## src/rtl/ebus_diag_if.sv

```systemverilog
// EBUS diagnostic master interface: console request/response handshake plus
// the EBUS diagnostic lines (ds, diagStrobe, data, oe).
// Optional parity lines exist only when EBUS_DIAG_PARITY_EN is defined.
// Bit numbering: EBUS bit 0 (MSB) lives at the highest index ([6] of ds,
// [35] of data), so octal literals read naturally.
interface ebus_diag_if;
  logic        req_valid;
  logic        req_ready;
  logic [6:0]  req_func;
  logic [35:0] req_data;
  logic        rsp_valid;
  logic [35:0] rsp_data;
  logic        busy;
  logic [6:0]  ebus_ds;
  logic        ebus_diag_strobe;
  logic [35:0] ebus_data_out;
  logic        ebus_data_oe;
  logic [35:0] ebus_data_in;
`ifdef EBUS_DIAG_PARITY_EN
  logic        ebus_parity_out;
  logic        ebus_parity_in;
  logic        rsp_par_err;

  modport master (
    input  req_valid, req_func, req_data, ebus_data_in, ebus_parity_in,
    output req_ready, rsp_valid, rsp_data, busy, ebus_ds, ebus_diag_strobe,
           ebus_data_out, ebus_data_oe, ebus_parity_out, rsp_par_err
  );
  modport slave (
    output req_valid, req_func, req_data, ebus_data_in, ebus_parity_in,
    input  req_ready, rsp_valid, rsp_data, busy, ebus_ds, ebus_diag_strobe,
           ebus_data_out, ebus_data_oe, ebus_parity_out, rsp_par_err
  );
`else
  modport master (
    input  req_valid, req_func, req_data, ebus_data_in,
    output req_ready, rsp_valid, rsp_data, busy, ebus_ds, ebus_diag_strobe,
           ebus_data_out, ebus_data_oe
  );
  modport slave (
    output req_valid, req_func, req_data, ebus_data_in,
    input  req_ready, rsp_valid, rsp_data, busy, ebus_ds, ebus_diag_strobe,
           ebus_data_out, ebus_data_oe
  );
`endif
endinterface

```

## src/rtl/ebus_diag_master.sv

```systemverilog
// Console-side EBUS diagnostic function driver. Sequences one request at a
// time through SETUP -> STROBE -> HOLD; loads drive data, reads capture the
// returned word at the end of the strobe. Every output is a flop.
// Optional feature macro: EBUS_DIAG_PARITY_EN (odd parity on data lines).
module ebus_diag_master #(
  parameter int unsigned SETUP_CYC  = 2,
  parameter int unsigned STROBE_CYC = 2,
  parameter int unsigned HOLD_CYC   = 1
) (
  input  logic         clk,
  input  logic         RESET,
  ebus_diag_if.master  bus
);

  // A zero-length phase would skip a protocol step, so it is stretched to one.
  localparam int unsigned SETUP_EFF  = (SETUP_CYC  == 0) ? 1 : SETUP_CYC;
  localparam int unsigned STROBE_EFF = (STROBE_CYC == 0) ? 1 : STROBE_CYC;
  localparam int unsigned HOLD_EFF   = (HOLD_CYC   == 0) ? 1 : HOLD_CYC;
  localparam logic [7:0]  SETUP_LD   = 8'(SETUP_EFF - 1);
  localparam logic [7:0]  STROBE_LD  = 8'(STROBE_EFF - 1);
  localparam logic [7:0]  HOLD_LD    = 8'(HOLD_EFF - 1);

  typedef enum logic [1:0] {IDLE, SETUP, STROBE, HOLD} state_t;

  state_t      state, state_nxt;
  logic [7:0]  cnt, cnt_nxt;
  logic [6:0]  func_q, func_nxt;
  logic [35:0] data_q, data_nxt;
  logic        capture;

  logic        ready_q, ready_nxt;
  logic        busy_q;
  logic [6:0]  ds_q, ds_nxt;
  logic        strobe_q, strobe_nxt;
  logic        oe_q, oe_nxt;
  logic [35:0] dout_q, dout_nxt;
  logic        rsp_valid_q;
  logic [35:0] rsp_data_q;
`ifdef EBUS_DIAG_PARITY_EN
  logic        par_out_q, par_out_nxt;
  logic        par_err_q;
`endif

  // Next state, phase counter and the next value of every registered output.
  always_comb begin
    // NOTE: every signal gets a default first so no path leaves it unassigned and no latch is inferred.
    state_nxt = state;
    cnt_nxt   = cnt;
    func_nxt  = func_q;
    data_nxt  = data_q;
    capture   = 1'b0;

    unique case (state)
      IDLE: begin
        if (bus.req_valid && ready_q) begin
          state_nxt = SETUP;
          cnt_nxt   = SETUP_LD;
          func_nxt  = bus.req_func;
          data_nxt  = bus.req_data;
        end
      end
      SETUP: begin
        if (cnt == 8'd0) begin
          state_nxt = STROBE;
          cnt_nxt   = STROBE_LD;
        end else begin
          cnt_nxt = cnt - 8'd1;
        end
      end
      STROBE: begin
        if (cnt == 8'd0) begin
          state_nxt = HOLD;
          cnt_nxt   = HOLD_LD;
          capture   = func_q[6];
        end else begin
          cnt_nxt = cnt - 8'd1;
        end
      end
      HOLD: begin
        if (cnt == 8'd0) begin
          state_nxt = IDLE;
          cnt_nxt   = 8'd0;
        end else begin
          cnt_nxt = cnt - 8'd1;
        end
      end
      default: state_nxt = IDLE;
    endcase

    // Outputs are derived from the next state so they can be registered and
    // still line up with the phase they belong to.
    ds_nxt   = '0;
    oe_nxt   = 1'b0;
    dout_nxt = '0;
    if (state_nxt != IDLE) begin
      ds_nxt = func_nxt;
      oe_nxt = ~func_nxt[6];
      if (oe_nxt) dout_nxt = data_nxt;
    end
    strobe_nxt = (state_nxt == STROBE);
    ready_nxt  = (state_nxt == IDLE);
`ifdef EBUS_DIAG_PARITY_EN
    par_out_nxt = oe_nxt & ~(^dout_nxt);
`endif
  end

  // State, latched request and all output flops; RESET wins over everything.
  always_ff @(posedge clk) begin
    if (RESET) begin
      state       <= IDLE;
      cnt         <= 8'd0;
      // Request latches are cleared too so an aborted transfer leaves no residue.
      func_q      <= '0;
      data_q      <= '0;
      ready_q     <= 1'b1;
      busy_q      <= 1'b0;
      ds_q        <= '0;
      strobe_q    <= 1'b0;
      oe_q        <= 1'b0;
      dout_q      <= '0;
      rsp_valid_q <= 1'b0;
      rsp_data_q  <= '0;
`ifdef EBUS_DIAG_PARITY_EN
      par_out_q   <= 1'b0;
      par_err_q   <= 1'b0;
`endif
    end else begin
      // NOTE: non-blocking assignments so every flop samples pre-edge values.
      state       <= state_nxt;
      cnt         <= cnt_nxt;
      func_q      <= func_nxt;
      data_q      <= data_nxt;
      ready_q     <= ready_nxt;
      busy_q      <= ~ready_nxt;
      ds_q        <= ds_nxt;
      strobe_q    <= strobe_nxt;
      oe_q        <= oe_nxt;
      dout_q      <= dout_nxt;
      rsp_valid_q <= capture;
      if (capture) rsp_data_q <= bus.ebus_data_in;
`ifdef EBUS_DIAG_PARITY_EN
      par_out_q   <= par_out_nxt;
      par_err_q   <= capture & ~(^{bus.ebus_data_in, bus.ebus_parity_in});
`endif
    end
  end

  assign bus.req_ready        = ready_q;
  assign bus.busy             = busy_q;
  assign bus.ebus_ds          = ds_q;
  assign bus.ebus_diag_strobe = strobe_q;
  assign bus.ebus_data_oe     = oe_q;
  assign bus.ebus_data_out    = dout_q;
  assign bus.rsp_valid        = rsp_valid_q;
  assign bus.rsp_data         = rsp_data_q;
`ifdef EBUS_DIAG_PARITY_EN
  assign bus.ebus_parity_out  = par_out_q;
  assign bus.rsp_par_err      = par_err_q;
`endif

endmodule

```

## src/flat_wrapper.sv

```systemverilog
// flat-port wrapper written by rule: the top's interface ports become plain ports
module ebus_diag_master_flat 
#(
  parameter int unsigned SETUP_CYC  = 2,
  parameter int unsigned STROBE_CYC = 2,
  parameter int unsigned HOLD_CYC   = 1
)
  (clk, RESET, bus_req_valid, bus_req_func, bus_req_data, bus_ebus_data_in, bus_req_ready, bus_rsp_valid, bus_rsp_data, bus_busy, bus_ebus_ds, bus_ebus_diag_strobe, bus_ebus_data_out, bus_ebus_data_oe);
  ebus_diag_if bus_i ();
  input  logic clk;
  input  logic RESET;
  input wire logic [$bits(bus_i.req_valid)-1:0] bus_req_valid;
  input wire logic [$bits(bus_i.req_func)-1:0] bus_req_func;
  input wire logic [$bits(bus_i.req_data)-1:0] bus_req_data;
  input wire logic [$bits(bus_i.ebus_data_in)-1:0] bus_ebus_data_in;
  output wire logic [$bits(bus_i.req_ready)-1:0] bus_req_ready;
  output wire logic [$bits(bus_i.rsp_valid)-1:0] bus_rsp_valid;
  output wire logic [$bits(bus_i.rsp_data)-1:0] bus_rsp_data;
  output wire logic [$bits(bus_i.busy)-1:0] bus_busy;
  output wire logic [$bits(bus_i.ebus_ds)-1:0] bus_ebus_ds;
  output wire logic [$bits(bus_i.ebus_diag_strobe)-1:0] bus_ebus_diag_strobe;
  output wire logic [$bits(bus_i.ebus_data_out)-1:0] bus_ebus_data_out;
  output wire logic [$bits(bus_i.ebus_data_oe)-1:0] bus_ebus_data_oe;
  assign bus_i.req_valid = bus_req_valid;
  assign bus_i.req_func = bus_req_func;
  assign bus_i.req_data = bus_req_data;
  assign bus_i.ebus_data_in = bus_ebus_data_in;
  assign bus_req_ready = bus_i.req_ready;
  assign bus_rsp_valid = bus_i.rsp_valid;
  assign bus_rsp_data = bus_i.rsp_data;
  assign bus_busy = bus_i.busy;
  assign bus_ebus_ds = bus_i.ebus_ds;
  assign bus_ebus_diag_strobe = bus_i.ebus_diag_strobe;
  assign bus_ebus_data_out = bus_i.ebus_data_out;
  assign bus_ebus_data_oe = bus_i.ebus_data_oe;
  ebus_diag_master #(.SETUP_CYC(SETUP_CYC), .STROBE_CYC(STROBE_CYC), .HOLD_CYC(HOLD_CYC)) u_core (.clk(clk), .RESET(RESET), .bus(bus_i));
endmodule
```

## config.mk

```make
export PLATFORM = sky130hd
export DESIGN_NAME = ebus_diag_master_flat
export DESIGN_NICKNAME = d
export VERILOG_FILES = /design/src/rtl/ebus_diag_if.sv /design/src/rtl/ebus_diag_master.sv /design/src/flat_wrapper.sv
export SDC_FILE = /design/constraint.sdc
export NUM_CORES = 1
export LEC_CHECK = 0
export CORE_MARGIN = 8
export CORE_UTILIZATION = 25
export DETAILED_ROUTE_END_ITERATION = 12
export PLACE_DENSITY = 0.58
export SYNTH_ARGS = -nofsm -noshare
export SYNTH_HDL_FRONTEND = slang
export SYNTH_SLANG_ARGS = --single-unit
```

## constraint.sdc

```tcl
create_clock -name clk -period 1.7 [get_ports clk]
set_input_delay 0.34 -clock clk [delete_from_list [all_inputs] [get_ports clk]]
set_output_delay 0.34 -clock clk [all_outputs]
set_load 0.01 [all_outputs]
```

==> flow_metrics.env <==
export IMPL_cts_root_buffer="sky130_fd_sc_hd__clkbuf_16"
export IMPL_cp_cell_sequence="clkdlybuf4s50_1"
export IMPL_clk_pin_slew_worst_paths_ps=60
export IMPL_cts_root_to_sink_buffers=2
export IMPL_place_hpwl_mm=9.10
export IMPL_final_antenna_net_count=0
export IMPL_post_route_cell_area_um2=7680
export IMPL_floorplan_initialDensity_pct=25.1
export IMPL_yosys_register_bits=137
export IMPL_die_h_um=155
export IMPL_synth_cell_types=35
export IMPL_place_area_um2=6980
export IMPL_crit_path_top_delay_cell="sky130_fd_sc_hd__clkdlybuf4s50_1"
export IMPL_timing_critical_path_to_type="output port"
export IMPL_synthTopCellsByArea="sky130_fd_sc_hd__dfxtp_1, sky130_fd_sc_hd__mux2i_1, sky130_fd_sc_hd__nor2_4"
export IMPL_worstPathRequired_ps=1360
export IMPL_boundaryPins=166
export IMPL_final_layout_size_suffix_gt1_share_pct=17.7
export IMPL_rsz_0062_raised_after_global_routing="false"
export IMPL_worst_slew_slack_as_a_fraction_of_its_limit_pct=73.7
export IMPL_grt_max_degree=78
export IMPL_gr_usage_all_layers_pct=11.0
export IMPL_synth_top_area_cell="sky130_fd_sc_hd__dfxtp_1"
export IMPL_ratio_of_final_minimum_period_to_clock_period_pct=96.3
export IMPL_min_to="u_core.cnt[1]$_SDFFE_PP0P_"
export IMPL_synth_edff_count=0
export IMPL_worstHoldStart="RESET"
export IMPL_path_buf_inv=1
export IMPL_min_clock_period_post_route_ps=1640
export IMPL_rr_worst_depth=7
export IMPL_via_count_of_the_routed_design=3754
export IMPL_design_die_area_um2=24000
export IMPL_synth_warnings=0
export IMPL_worst_ep_arrival_time_ps=1300
export IMPL_syn_mean_instance_area_um2=10.3
export IMPL_dr_first_iter_drc_count=161
export IMPL_number_of_remaining_drc_errors=0
export IMPL_die_w_um=155
export IMPL_critPathLaunchType="flop"
export IMPL_run_status="finished clean"
export IMPL_synth_async_sr_flop_share_pct=0
export IMPL_p_per_area_nw_per_um2=1530
export IMPL_hold_viol_final=0
export IMPL_drt_wirelength_per_cell_um=13.8
export IMPL_synthesis_instances=471
export IMPL_final_setup_viol_count=0
export IMPL_grt_pass1_vias=3786
export IMPL_synth_area_um2=4830
export IMPL_pre_cts_slack_ps=-291
export IMPL_max_cap_violations=0
export IMPL_finClkSkew_ps=5.43
export IMPL_synth_seq_area_share_pct=56.8
export IMPL_grt_first_pass_wirelength_mm=20.6
export IMPL_crit_reg2reg_capture="u_core.bus.ebus_data_out[4]$_SDFF_PP0_"
export IMPL_synth_nets=555
export IMPL_core_rowCount=51
export IMPL_critPathKind="reg2out"
export IMPL_timing_max_transition_violations_final=0
export IMPL_static_leakage_nw=2.89
export IMPL_fmax_ghz=0.611
export IMPL_portBuffers=165
export IMPL_layout_setup_ws_ps=62.2
export IMPL_placed_cells=909
export IMPL_wirelength_routed_mm=13.1
export IMPL_detailedRoute_firstPassIterationCount=5
export IMPL_grt_ovfl_total=0
export IMPL_cts_tree="done"
export IMPL_fin_nets=753
export IMPL_fin_hold_ws_ps=327
export IMPL_worst_hold_path_num_cells=3
export IMPL_worstHoldPathType="in2reg"
export IMPL_worst_path_dominant_cell_family="buffers and inverters"
export IMPL_globalplace_congestion=0.706
export IMPL_cts_buffers=17
export IMPL_worstSkewPairLatency_ps=410
export IMPL_instances_no_fill=947
export IMPL_htreeDepth=4
export IMPL_layout_area_overhead_vs_synth_pct=59.1
export IMPL_worst_pin_slew_ps=395
export IMPL_timing_reg2reg_setup_slack_ps=70
export IMPL_vdd_drop_max_mv=0.725
export IMPL_tritoncts_num_sinks=137
export IMPL_antenna_found_initial=0
export IMPL_fillerInstances=1921
export IMPL_rr_startpoint="u_core.cnt[1]$_SDFFE_PP0P_"
export IMPL_coreArea_um2=19200
export IMPL_viasPerCell=3.96
export IMPL_antenna_diode_count=0
export IMPL_yosys_area_top_type_share_pct=56.8
export IMPL_synth_ff_type="sky130_fd_sc_hd__dfxtp_1"
export IMPL_worstPathMaxFanout=2
export IMPL_crit_path_max_incr_delay_ps=570
## sequential cells by signal, indices dropped and copies added (netlist names), 2 cells and up
| name | flops |
|---|---|
| u_core.bus.ebus_data_out | 36 |
| u_core.state | 2 |
| u_core.func_q | 7 |
| u_core.bus.rsp_data | 36 |
| u_core.bus.ebus_ds | 7 |
| u_core.cnt | 8 |
| u_core.data_q | 36 |
## worst max-delay path by stage
stage | startpoint | to | slack, ps | cells after the start
after floorplan | u_core.cnt[0]$_SDFFE_PP0P_ | u_core.bus.ebus_data_out[10]$_SDFF_PP0_ | -50 | 9
after global placement | bus_req_valid | u_core.data_q[17]$_SDFF_PP0_ | -280 | 5
after detailed placement | bus_req_valid | u_core.data_q[15]$_SDFF_PP0_ | -290 | 5
after CTS | u_core.bus.rsp_data[18]$_SDFFE_PP0P_ | bus_rsp_data[18] | 8 | 1
after global routing | u_core.bus.rsp_data[13]$_SDFFE_PP0P_ | bus_rsp_data[13] | 1 | 1
final | u_core.bus.rsp_data[30]$_SDFFE_PP0P_ | bus_rsp_data[30] | 60 | 1
## logic make-up (layout without fill, tap and decap cells)
logic type               count (synthesis)  in the layout  share of synthesized area (%)
AND/OR/NAND/NOR                        192            192                           21.3
adder cells (fa/ha/maj)                  2              2                          0.518
multiplexers                            44             44                           9.38
AO/OA/AOI/OAI                           61             61                           6.87
flip-flops                             137            137                           56.8
buffers and inverters                   35            246                           5.16
## stage by stage
stage,TNS [ps],total power [mW],util (%)
floorplan,-1580,6.39,-
global placement,-18970,7.87,36.3
detailed placement,-20220,7.88,36.3
CTS,0,11.7,39.5
global route,0,12.5,40.0
finish,0,11.8,40.0
## synthesized netlist by cell type (2+ instances only)
| cell | number |
|---|---|
| sky130_fd_sc_hd__mux2i_1 | 43 |
| sky130_fd_sc_hd__a21oi_1 | 51 |
| sky130_fd_sc_hd__buf_4 | 6 |
| sky130_fd_sc_hd__inv_1 | 6 |
| sky130_fd_sc_hd__nor2_1 | 60 |
| sky130_fd_sc_hd__or3_1 | 2 |
| sky130_fd_sc_hd__and2_1 | 2 |
| sky130_fd_sc_hd__clkbuf_1 | 13 |
| sky130_fd_sc_hd__nand3_1 | 5 |
| sky130_fd_sc_hd__nor2_4 | 29 |
| sky130_fd_sc_hd__o21ai_0 | 4 |
| sky130_fd_sc_hd__ha_1 | 2 |
| sky130_fd_sc_hd__buf_6 | 6 |
| sky130_fd_sc_hd__buf_12 | 3 |
| sky130_fd_sc_hd__dfxtp_1 | 137 |
| sky130_fd_sc_hd__nor3_1 | 4 |
| sky130_fd_sc_hd__nand2_1 | 80 |
## cells in the final DEF (no fill, tap or decap), types with 4 or more instances in the layout
cell type	count
sky130_fd_sc_hd__dlymetal6s2s_1	4
sky130_fd_sc_hd__dfxtp_1	134
sky130_fd_sc_hd__clkbuf_16	18
sky130_fd_sc_hd__a21oi_1	48
sky130_fd_sc_hd__buf_12	8
sky130_fd_sc_hd__nor2_1	60
sky130_fd_sc_hd__buf_4	32
sky130_fd_sc_hd__nor3_1	4
sky130_fd_sc_hd__nand2_1	80
sky130_fd_sc_hd__clkdlybuf4s50_1	158
sky130_fd_sc_hd__mux2i_1	43
sky130_fd_sc_hd__o21ai_0	4
sky130_fd_sc_hd__nor2_4	29
sky130_fd_sc_hd__nand3_1	5
## area by class of cell
cell class	instances	area (um^2)	area share [%]
clock buffers	22	464	6.04
clock inverters	10	141	1.84
inverters	6	22.5	0.293
multi-input cells	299	1880	24.4
flip-flops and latches	137	2750	35.7
well taps	265	332	4.32
repair buffers	208	2100	27.4
## power breakdown
group          internal [mW]  switching (mW)
combinational           2.06            1.94
sequential              3.75           0.236
clock                   2.39            1.39
total                   8.20            3.56
## timing repair
| item | in CTS | in global routing |
|---|---|---|
| pin swaps | 0 | 3 |
| resized for setup | 2 | 13 |
| hold buffers | 0 | 0 |
| endpoints found under the hold margin | 0 | 0 |
| setup buffers | 0 | 5 |
| setup endpoints to repair | 2 | 45 |
| gates cloned | 0 | 1 |
## layer usage
layer / global-route usage, % / vias to the layer above / wire (um)
met1: 12.3 / 1724 / 5550
met5: 0 / - / 0
met4: 4.34 / 0 / 153
met2: 18.7 / 83 / 6600
met3: 4.11 / 13 / 777
li1: - / 1934 / -
Note: power is estimated with default switching activity, not from simulation.
